==> config.mk <==
export PLATFORM = sky130hd
export DESIGN_NAME = latency_monitor
export DESIGN_NICKNAME = d
export VERILOG_FILES = /design/src/rtl/latency_monitor.sv
export SDC_FILE = /design/constraint.sdc
export NUM_CORES = 1
export LEC_CHECK = 0
export CAP_MARGIN = 40
export CORE_ASPECT_RATIO = 2
export CORE_MARGIN = 3
export CORE_UTILIZATION = 28
export CTS_BUF_LIST = sky130_fd_sc_hd__clkbuf_8 sky130_fd_sc_hd__clkbuf_16
export CTS_CLUSTER_DIAMETER = 100
export DETAILED_ROUTE_END_ITERATION = 6
export PLACE_DENSITY = 0.59
export SLEW_MARGIN = 5
export SYNTH_ARGS = -nofsm -noshare
export SYNTH_HDL_FRONTEND = slang
export SYNTH_SLANG_ARGS = --single-unit
==> constraint.sdc <==
create_clock -name usrclk_i -period 3.05 [get_ports usrclk_i]
set_input_delay 0.305 -clock usrclk_i [delete_from_list [all_inputs] [get_ports usrclk_i]]
set_output_delay 0.305 -clock usrclk_i [all_outputs]
set_load 0.01 [all_outputs]
==> src/rtl/latency_monitor.sv <==
`timescale 1ns / 1ps
`default_nettype none
// ============================================================================
// Module      : latency_monitor
// Description : GT loopback latency checker. Sends timestamped payload words
//               with a comma IDLE word every g_IDLE_PERIOD words. Checks RX
//               byte alignment and measures loopback latency in usrclk
//               cycles. Keeps last/min/max latency and saturating counts of
//               good samples and errors.
// Ports       : usrclk_i, rst_n_i     clock, async active-low reset
//               valid_i               link enable (low = TX IDLE, checker off)
//               clear_stats_i         clear min/max/counters
//               tx_data_o, tx_k_o     TX word and K flags
//               rx_data_i, rx_k_i     RX word and K flags
//               rx_aligned_i          GT comma alignment achieved
//               rx_bufstatus_i        GT elastic buffer status (bit2 = error)
//               rx_realign_o          comma realignment request
//               fail_o                low only while locked and passing
//               latency_*_o           last / min / max latency
//               sample_cnt_o          good payload words since clear
//               err_cnt_o             errors since clear
// Revision    : 1.0 - initial release
// ============================================================================
module latency_monitor #(
    parameter int                   g_BYTES        = 2,
    parameter logic [8*g_BYTES-1:0] g_IDLE         = 16'hbc95,
    parameter int                   g_IDLE_PERIOD  = 193,
    parameter int                   g_BLIND_PERIOD = 10,
    parameter int                   g_NUM_SAMPLES  = 1000,
    parameter int                   g_TS_W         = 16,
    parameter int                   g_CNT_W        = 32
) (
    input  logic                   usrclk_i,
    input  logic                   rst_n_i,
    input  logic                   valid_i,
    input  logic                   clear_stats_i,
    output logic [8*g_BYTES-1:0]   tx_data_o,
    output logic [g_BYTES-1:0]     tx_k_o,
    input  logic [8*g_BYTES-1:0]   rx_data_i,
    input  logic [g_BYTES-1:0]     rx_k_i,
    input  logic                   rx_aligned_i,
    input  logic [2:0]             rx_bufstatus_i,
    output logic                   rx_realign_o,
    output logic                   fail_o,
    output logic [g_TS_W-1:0]      latency_last_o,
    output logic [g_TS_W-1:0]      latency_min_o,
    output logic [g_TS_W-1:0]      latency_max_o,
    output logic [g_CNT_W-1:0]     sample_cnt_o,
    output logic [g_CNT_W-1:0]     err_cnt_o
);

    localparam int W    = 8 * g_BYTES;
    localparam int IC_W = $clog2(g_IDLE_PERIOD);
    localparam int BL_W = (g_BLIND_PERIOD < 1) ? 1 : $clog2(g_BLIND_PERIOD + 1);
    localparam int GC_W = (g_NUM_SAMPLES < 2) ? 1 : $clog2(g_NUM_SAMPLES + 1);

    localparam logic [g_BYTES-1:0] K_MSB      = {1'b1, {(g_BYTES-1){1'b0}}};
    localparam logic [IC_W-1:0]    IDLE_LAST  = IC_W'(g_IDLE_PERIOD - 1);
    localparam logic [BL_W-1:0]    BLIND_LAST = BL_W'(g_BLIND_PERIOD);
    localparam logic [GC_W-1:0]    GOOD_LAST  = GC_W'(g_NUM_SAMPLES - 1);
    localparam logic [g_CNT_W-1:0] CNT_ONE    = g_CNT_W'(1);

    typedef enum logic [2:0] {
        ST_OFF   = 3'd0,
        ST_ALIGN = 3'd1,
        ST_BLIND = 3'd2,
        ST_HUNT  = 3'd3,
        ST_CHECK = 3'd4,
        ST_PASS  = 3'd5
    } state_t;

    state_t            state;
    logic [BL_W-1:0]   blind_cnt;
    logic [GC_W-1:0]   good_cnt;
    logic [g_TS_W-1:0] ts;
    logic [IC_W-1:0]   idle_cnt;
    logic [W-1:0]      ts_ext;

    logic              rx_pay;
    logic              rx_goodidle;
    logic              rx_bad;
    logic              buf_err;
    logic              in_check;
    logic              err_evt;
    logic              smp_evt;

    logic              smp_pend;
    logic [g_TS_W-1:0] lat_pend;

    // Only the over/underflow flag of the elastic buffer status matters.
    logic              unused_bufstatus;
    assign unused_bufstatus = ^rx_bufstatus_i[1:0];

    // ------------------------------------------------------------------
    // TX path: free-running timestamp, IDLE insertion
    // ------------------------------------------------------------------
    always_comb begin
        ts_ext               = '0;
        ts_ext[g_TS_W-1:0]   = ts;
    end

    // The TX word carries the timestamp of the cycle it was registered in,
    // so a direct wire loopback reads back a latency of exactly 1.
    always_ff @(posedge usrclk_i or negedge rst_n_i) begin
        if (!rst_n_i) begin
            ts        <= '0;
            idle_cnt  <= '0;
            tx_data_o <= g_IDLE;
            tx_k_o    <= K_MSB;
        end else begin
            ts       <= ts + 1'b1;
            idle_cnt <= (idle_cnt == IDLE_LAST) ? '0 : idle_cnt + 1'b1;
            if (!valid_i || (idle_cnt == '0)) begin
                tx_data_o <= g_IDLE;
                tx_k_o    <= K_MSB;
            end else begin
                tx_data_o <= ts_ext;
                tx_k_o    <= '0;
            end
        end
    end

    // ------------------------------------------------------------------
    // RX classification and per-cycle events
    // ------------------------------------------------------------------
    assign rx_pay      = (rx_k_i == '0);
    assign rx_goodidle = (rx_k_i == K_MSB) && (rx_data_i == g_IDLE);
    assign rx_bad      = !rx_pay && !rx_goodidle;
    assign buf_err     = rx_bufstatus_i[2];
    assign in_check    = (state == ST_CHECK) || (state == ST_PASS);

    // Loss of alignment counts as an error only once the checker is locked.
    assign err_evt = valid_i && in_check && (!rx_aligned_i || rx_bad || buf_err);
    assign smp_evt = valid_i && in_check && rx_aligned_i && !buf_err && rx_pay;

    // ------------------------------------------------------------------
    // Checker FSM; rx_realign_o and fail_o track the registered state
    // ------------------------------------------------------------------
    always_ff @(posedge usrclk_i or negedge rst_n_i) begin
        if (!rst_n_i) begin
            state        <= ST_OFF;
            blind_cnt    <= '0;
            good_cnt     <= '0;
            rx_realign_o <= 1'b0;
            fail_o       <= 1'b1;
        end else begin
            rx_realign_o <= 1'b0;
            fail_o       <= 1'b1;
            if (!valid_i) begin
                state <= ST_OFF;
            end else begin
                case (state)
                    ST_OFF: begin
                        state        <= ST_ALIGN;
                        rx_realign_o <= 1'b1;
                    end
                    ST_ALIGN: begin
                        if (rx_aligned_i) begin
                            state     <= ST_BLIND;
                            blind_cnt <= '0;
                        end else begin
                            rx_realign_o <= 1'b1;
                        end
                    end
                    ST_BLIND: begin
                        if (!rx_aligned_i) begin
                            state        <= ST_ALIGN;
                            rx_realign_o <= 1'b1;
                        end else if (blind_cnt == BLIND_LAST) begin
                            state <= ST_HUNT;
                        end else begin
                            blind_cnt <= blind_cnt + 1'b1;
                        end
                    end
                    ST_HUNT: begin
                        good_cnt <= '0;
                        if (!rx_aligned_i) begin
                            state        <= ST_ALIGN;
                            rx_realign_o <= 1'b1;
                        end else if (rx_goodidle) begin
                            state <= ST_CHECK;
                        end
                    end
                    ST_CHECK: begin
                        if (err_evt) begin
                            state        <= rx_aligned_i ? ST_HUNT : ST_ALIGN;
                            rx_realign_o <= !rx_aligned_i;
                        end else if (smp_evt) begin
                            good_cnt <= good_cnt + 1'b1;
                            if (good_cnt == GOOD_LAST) begin
                                state  <= ST_PASS;
                                fail_o <= 1'b0;
                            end
                        end
                    end
                    ST_PASS: begin
                        if (err_evt) begin
                            state        <= rx_aligned_i ? ST_HUNT : ST_ALIGN;
                            rx_realign_o <= !rx_aligned_i;
                        end else begin
                            fail_o <= 1'b0;
                        end
                    end
                    default: begin
                        state <= ST_OFF;
                    end
                endcase
            end
        end
    end

    // ------------------------------------------------------------------
    // Statistics. Samples pass through one pipeline stage before they
    // reach last/min/max; errors are counted in the cycle they occur.
    // A clear in the same cycle as an update is applied first.
    // ------------------------------------------------------------------
    always_ff @(posedge usrclk_i or negedge rst_n_i) begin
        if (!rst_n_i) begin
            smp_pend       <= 1'b0;
            lat_pend       <= '0;
            latency_last_o <= '0;
            latency_min_o  <= '1;
            latency_max_o  <= '0;
            sample_cnt_o   <= '0;
            err_cnt_o      <= '0;
        end else begin
            smp_pend <= smp_evt;
            lat_pend <= ts - rx_data_i[g_TS_W-1:0];

            if (clear_stats_i) begin
                latency_min_o <= '1;
                latency_max_o <= '0;
                sample_cnt_o  <= '0;
                err_cnt_o     <= '0;
            end

            if (smp_pend) begin
                latency_last_o <= lat_pend;
                if (clear_stats_i || (lat_pend < latency_min_o)) begin
                    latency_min_o <= lat_pend;
                end
                if (clear_stats_i || (lat_pend > latency_max_o)) begin
                    latency_max_o <= lat_pend;
                end
                if (clear_stats_i) begin
                    sample_cnt_o <= CNT_ONE;
                end else if (sample_cnt_o != '1) begin
                    sample_cnt_o <= sample_cnt_o + 1'b1;
                end
            end

            if (err_evt) begin
                if (clear_stats_i) begin
                    err_cnt_o <= CNT_ONE;
                end else if (err_cnt_o != '1) begin
                    err_cnt_o <= err_cnt_o + 1'b1;
                end
            end
        end
    end

endmodule
`default_nettype wire
# [Yosys cells after proc, flatten, opt, wreduce, memory -nomap -nowiden]
# Index checks and enable logic that the tools add are counted.
[classes] n_eq_ne=23 magnitude_cmp=2 muxes=46 addsub=7 reduce_logical=28
[ops] op="$mux W32" count=8
[ops] op="$mux W16" count=7
[ops] op="$add A32 B1 Y32 const B" count=2
[ops] op="$ne A32 B32 Y1 const B" count=2
[ops] op="$mux W3" count=10
[ops] op="$mux W10" count=2
[ops] op="$pmux W10 S2" count=1
[ops] op="$pmux W3 S6" count=1
[ops] op="$add A16 B1 Y16 const B" count=1
[ops] op="$eq A16 B16 Y1 const B" count=1
[ops] op="$gt A16 B16 Y1" count=1
[ops] op="$lt A16 B16 Y1" count=1
[ops] op="$sub A16 B16 Y16" count=1
[ops] op="$mux W4" count=3
[ops] op="$ne A4 B4 Y1 const B" count=3
[ops] op="$add A10 B1 Y10 const B" count=1
[ops] op="$eq A10 B10 Y1 const B" count=1
[ops] op="$ne A2 B2 Y1 const B" count=5
[ops] op="$add A8 B1 Y8 const B" count=1
[ops] op="$eq A8 B8 Y1 const B" count=1
[ops] op="$logic_not A8 Y1" count=1
[ops] op="$mux W1" count=8
[ops] op="$mux W8" count=1
[ops] op="$pmux W4 S2" count=1
[ops] op="other kinds (22)" count=42
[totals] word_cells=122 out_inout_bits=132 regBits=190

# [Longest topological paths before layout]
[logic_depth] word_depth=10 depth_mapped=10 depth_no_buf=9

# [Worst setup path before layout]
# Ideal clock, no wire load.
[synth_path] path_type="reg-to-reg" from="register latency_min_o[2]" to="register latency_min_o[10]" setup_ns=0.061 path_buffers=2 path_stages_with_launch=11 t_arrival_ns=2.376 t_required_ns=2.989 setup_slack_ns=0.613 path_cell_list="dfstp_2 inv_1 ha_1 a211o_1 a31oi_1 o221ai_1 a211oi_1 or2_2 clkbuf_1 buf_2 o22a_1"
[synth_via] elab_chain_cells=4
[synth_rtl] element="start: declaration" line="46" source="output logic [g_TS_W-1:0] latency_min_o,"
[synth_rtl] element="start signal: assignment" line="240" source="latency_min_o <= lat_pend;"
[synth_rtl] element="$lt A16 B16 Y1" line="239" source="if (clear_stats_i || (lat_pend < latency_min_o)) begin"
[synth_rtl] element="$logic_or A1 B1 Y1" line="239"
[synth_rtl] element="$mux W16" line="239"
[synth_rtl] element="$mux W16" line="237" source="if (smp_pend) begin"
# Every way passes these cells.
# A chain may end at the register's enable or synchronous reset.

# [Final worst setup path]
[layout_path] from="register state[2]" to="register err_cnt_o[17]"
[layout_via] elab_chain_cells=5 elab_cells_between_ends=6 classes_between="2 x eq/ne; 1 x mux; 3 x reduce/logical"
[layout_rtl] element="start: declaration" line="72" source="state_t state;"
[layout_rtl] element="start signal: assignment" line="186" source="state <= rx_aligned_i ? ST_HUNT : ST_ALIGN;"
[layout_rtl] element="start signal: assignment" line="198" source="state <= rx_aligned_i ? ST_HUNT : ST_ALIGN;"
[layout_rtl] element="$eq A3 B3 Y1" line="130" source="assign in_check = (state == ST_CHECK) || (state == ST_PASS);"
[layout_rtl] element="$logic_or A1 B1 Y1 *" line="130"
[layout_rtl] element="$logic_and A1 B1 Y1 * (2 in series)" line="133" source="assign err_evt = valid_i && in_check && (!rx_aligned_i || rx_bad || buf_err);"
[layout_rtl] element="$mux W32 *" line="252" source="if (err_evt) begin"
[layout_rtl] element="end signal: assignment" line="256" source="err_cnt_o <= err_cnt_o + 1'b1;"
[layout_rtl] element="end: declaration" line="49" source="output logic [g_CNT_W-1:0] err_cnt_o"
# Mark *: on every way between the ends. The rest lies on a longest branch, timed or not.

==> flow_summary_export.csv <==
group,metric,value,unit
outcome,outcome,"completed",
logic_synthesis,yosysUniqueCellTypes,69,
detailed_routing,dr.pass1.iters,5,
clocking,cts_tree,"built",
sta,worst_pin_slew,0.680,ns
clocking,cts_buffer_depth,2,
cells_and_area,diodes,0,
logic_synthesis,ys.flop_type,"dfrtp_1",
cells_and_area,drive_gt1_share,10.1,%
logic_synthesis,avgSynthCellArea,10.0,um^2
logic_synthesis,syn-num-nets,1070,
logic_synthesis,synth_area,9930,um^2
detailed_routing,routed_wl,27200,um
logic_synthesis,yosysWarnings,0,
floorplanning,dieArea,37900,um^2
cells_and_area,final_nets,1231,
clocking,clock_latency,0.46,ns
power_and_ir_drop,p_per_area,424,nW/um^2
clocking,clk_pin_slew,0.08,ns
logic_synthesis,yosys.area.top_type,"dfrtp_1",
clocking,cts.sinks,189,
global_route,antenna_found_initial,0,
logic_synthesis,ys_ff_latch,189,
power_and_ir_drop,comb_power_share,6.7,%
run,max_cap_viol_count,0,
floorplanning,die_h,272,um
logic_synthesis,synth_most_common_cell,"dfrtp_1",
logic_synthesis,synthArstFlopShare,100,%
setup_path,cp_data_arrival_time,3.13,ns
power_and_ir_drop,vdd_drop_max,389,uV
setup_path,crit_fanout,12,
clocking,h-tree-depth,4,
setup_path,r2r_start,"state[2]",
setup_path,critical_path.startpoint,"state[2]",
sta,final_max_slew_viol_count,0,
sta,setup_viol,0,
detailed_routing,drc,0,
detailed_routing,postRouteAntennaNets,0,
power_and_ir_drop,clkPwrFrac,45.0,%
logic_synthesis,synth_sequential_area_ratio,48.0,%
sta,fmax,365,MHz
detailed_routing,via_per_inst,4.99,
sta,hold_viol,0,
setup_path,critPathLaunchType,"register",
detailed_routing,num_vias,8019,
setup_path,worstSetupEndpointType,"register",
power_and_ir_drop,internal_power,4.10,mW
power_and_ir_drop,p_seq_share,48.3,%
floorplanning,initial_core_util,28.3,%
floorplanning,io_pins,158,
setup_path,worstPathRequired,3.44,ns
floorplanning,core_region_area,35100,um^2
clocking,cts-root-buf,"clkbuf_16",
clocking,numCtsBuffers,17,
floorplanning,fp-row-count,97,
logic_synthesis,synth_top_area_share,40.8,%
place,portBuffers,154,
power_and_ir_drop,p_leak,5.48,nW
logic_synthesis,syn-instance-count,989,
place,place_hpwl,20800,um
global_route,grtUsageTotal,14.6,%
sta,clock_skew,0.0141,ns
power_and_ir_drop,p_sw_share,23.8,%
power_and_ir_drop,p_switching,1.28,mW
cells_and_area,fillerInstances,3539,
sta,rsz0062_at_grt,"false",
global_route,grt_max_degree,72,
detailed_routing,drt_iter0_markers,341,
logic_synthesis,synth_edf_count,0,
setup_path,r2r_slack,0.31,ns
setup_path,critPathKind,"reg -> reg",
sta,setup-tns-final,0,ns
min_path,hold_class,"in -> reg",
floorplanning,die_w,139,um
power_and_ir_drop,power.total,5.39,mW
detailed_routing,routedWlPerCell,16.9,um
sta,period_share,89.9,%
cells_and_area,syn2layout_area_growth,27.8,%
global_route,grt_pass1_vias,8109,
logic_synthesis,netlist_top_cells_area,"dfrtp_1 (41%), dfstp_2 (7.1%), ha_1 (6.8%)",
global_route,grt_pass1_wl,44100,um
sta,max_slew_margin,54.2,%
cells_and_area,final_core_util,36.2,%
global_route,grt_overflow_total,0,
sta,fin_crit,2.74,ns
logic_synthesis,synthTopCellsByCount,"dfrtp_1 (162), nor2_1 (74), inv_1 (67)",
sta,fin_hold_ws,0.382,ns
min_path,hold_path_startpoint,"clear_stats_i",
place,gp_congestion,0.886,
-- repair_timing --
action / in CTS / in global routing
hold buffers: 1 / 0
setup buffers: 0 / 0
hold endpoints to repair: 54 / 0
resized for setup: 0 / 0
-- metal layers --
metal / up-vias / wire length, um / global-route usage (%)
met4: 0 / 962 / 6.68
met2: 141 / 15300 / 28.1
met3: 41 / 894 / 2.62
met5: - / 0 / 0
li1: 3864 / - / -
met1: 3973 / 10100 / 15.0
-- cell type report --
type / instances / area, um^2 / area share (%)
clock buffers: 18 / 439 / 3.46
clock inverters: 14 / 191 / 1.51
inverters: 67 / 251 / 1.98
multi-input cells: 701 / 4780 / 37.7
flip-flops and latches: 189 / 4760 / 37.5
well taps: 445 / 557 / 4.39
repair buffers: 174 / 1710 / 13.4
-- sequential cells by signal, indices dropped and copies added, names as in the netlist, 8 cells and up --
| name | flops |
|---|---|
| err_cnt_o | 32 |
| good_cnt | 10 |
| idle_cnt | 8 |
| lat_pend | 16 |
| latency_last_o | 16 |
| latency_max_o | 16 |
| latency_min_o | 16 |
| sample_cnt_o | 32 |
| ts | 16 |
| tx_data_o | 16 |
-- layout by cell type (no fill, tap or decap), types with 8 or more instances in the layout --
cell type,instances
a21oi_1,41
a22o_1,18
and2_1,12
and3_1,18
and4_1,9
buf_4,18
clkbuf_16,17
clkdlybuf4s50_1,152
dfrtp_1,162
dfstp_2,27
ha_1,54
inv_1,69
mux2_2,16
nand2_1,59
nand2b_1,18
nand3_1,49
nand4_1,35
nor2_1,74
nor2b_1,15
nor3_1,17
nor4_1,12
o21ai_0,50
o22a_1,17
o31ai_1,8
or3_1,13
or4_1,10
xnor2_1,37
xor2_1,30
-- worst max-delay path, cell delays in order, from the launching register on --
cell and delay (ns):
dfrtp_1 0.49, nor2b_1 0.41, nand3_1 0.15, a21oi_2 0.48
nand3_1 0.47, or4_1 0.53, a21oi_1 0.15
-- logic make-up (layout without fill, tap and decap cells) --
logic type               after synthesis  count (layout)  share of synthesized area (%)
adder cells (fa/ha/maj)               55              55                           7.01
buffers and inverters                 99             273                           3.91
flip-flops                           189             189                           48.0
AO/OA/AOI/OAI                        190             190                           12.7
other                                  1               1                         0.0378
AND/OR/NAND/NOR                      372             372                           20.6
multiplexers                          16              16                           1.81
XOR/XNOR                              67              67                           5.91
-- through the flow --
stage	instances	area, um^2	worst slack [ns]
final	1608	12700	0.307
after global routing	1608	12700	0.147
after CTS	1608	12700	0.394
after detailed placement	1575	12000	0.160
after global placement	1575	12000	0.196
after floorplan	989	9930	0.613
-- worst paths after layout --
path	cells after the start	to
min in group asynchronous	2	tx_data_o[6]
worst min register to register	1	good_cnt[9]
worst max register to register	6	err_cnt_o[17]
worst max-delay path	6	err_cnt_o[17]
max in group asynchronous	3	latency_min_o[1]
worst min-delay path	2	sample_cnt_o[8]
-- power groups by stage --
stage	logic [mW]	registers, mW	clock network (mW)
detailed placement	0.368	2.65	0
finish	0.360	2.60	2.42
global placement	0.360	2.65	0
floorplan	0.187	2.63	0
global route	0.407	2.61	2.59
CTS	0.371	2.60	2.52
Power figures use the tool's default switching activity.
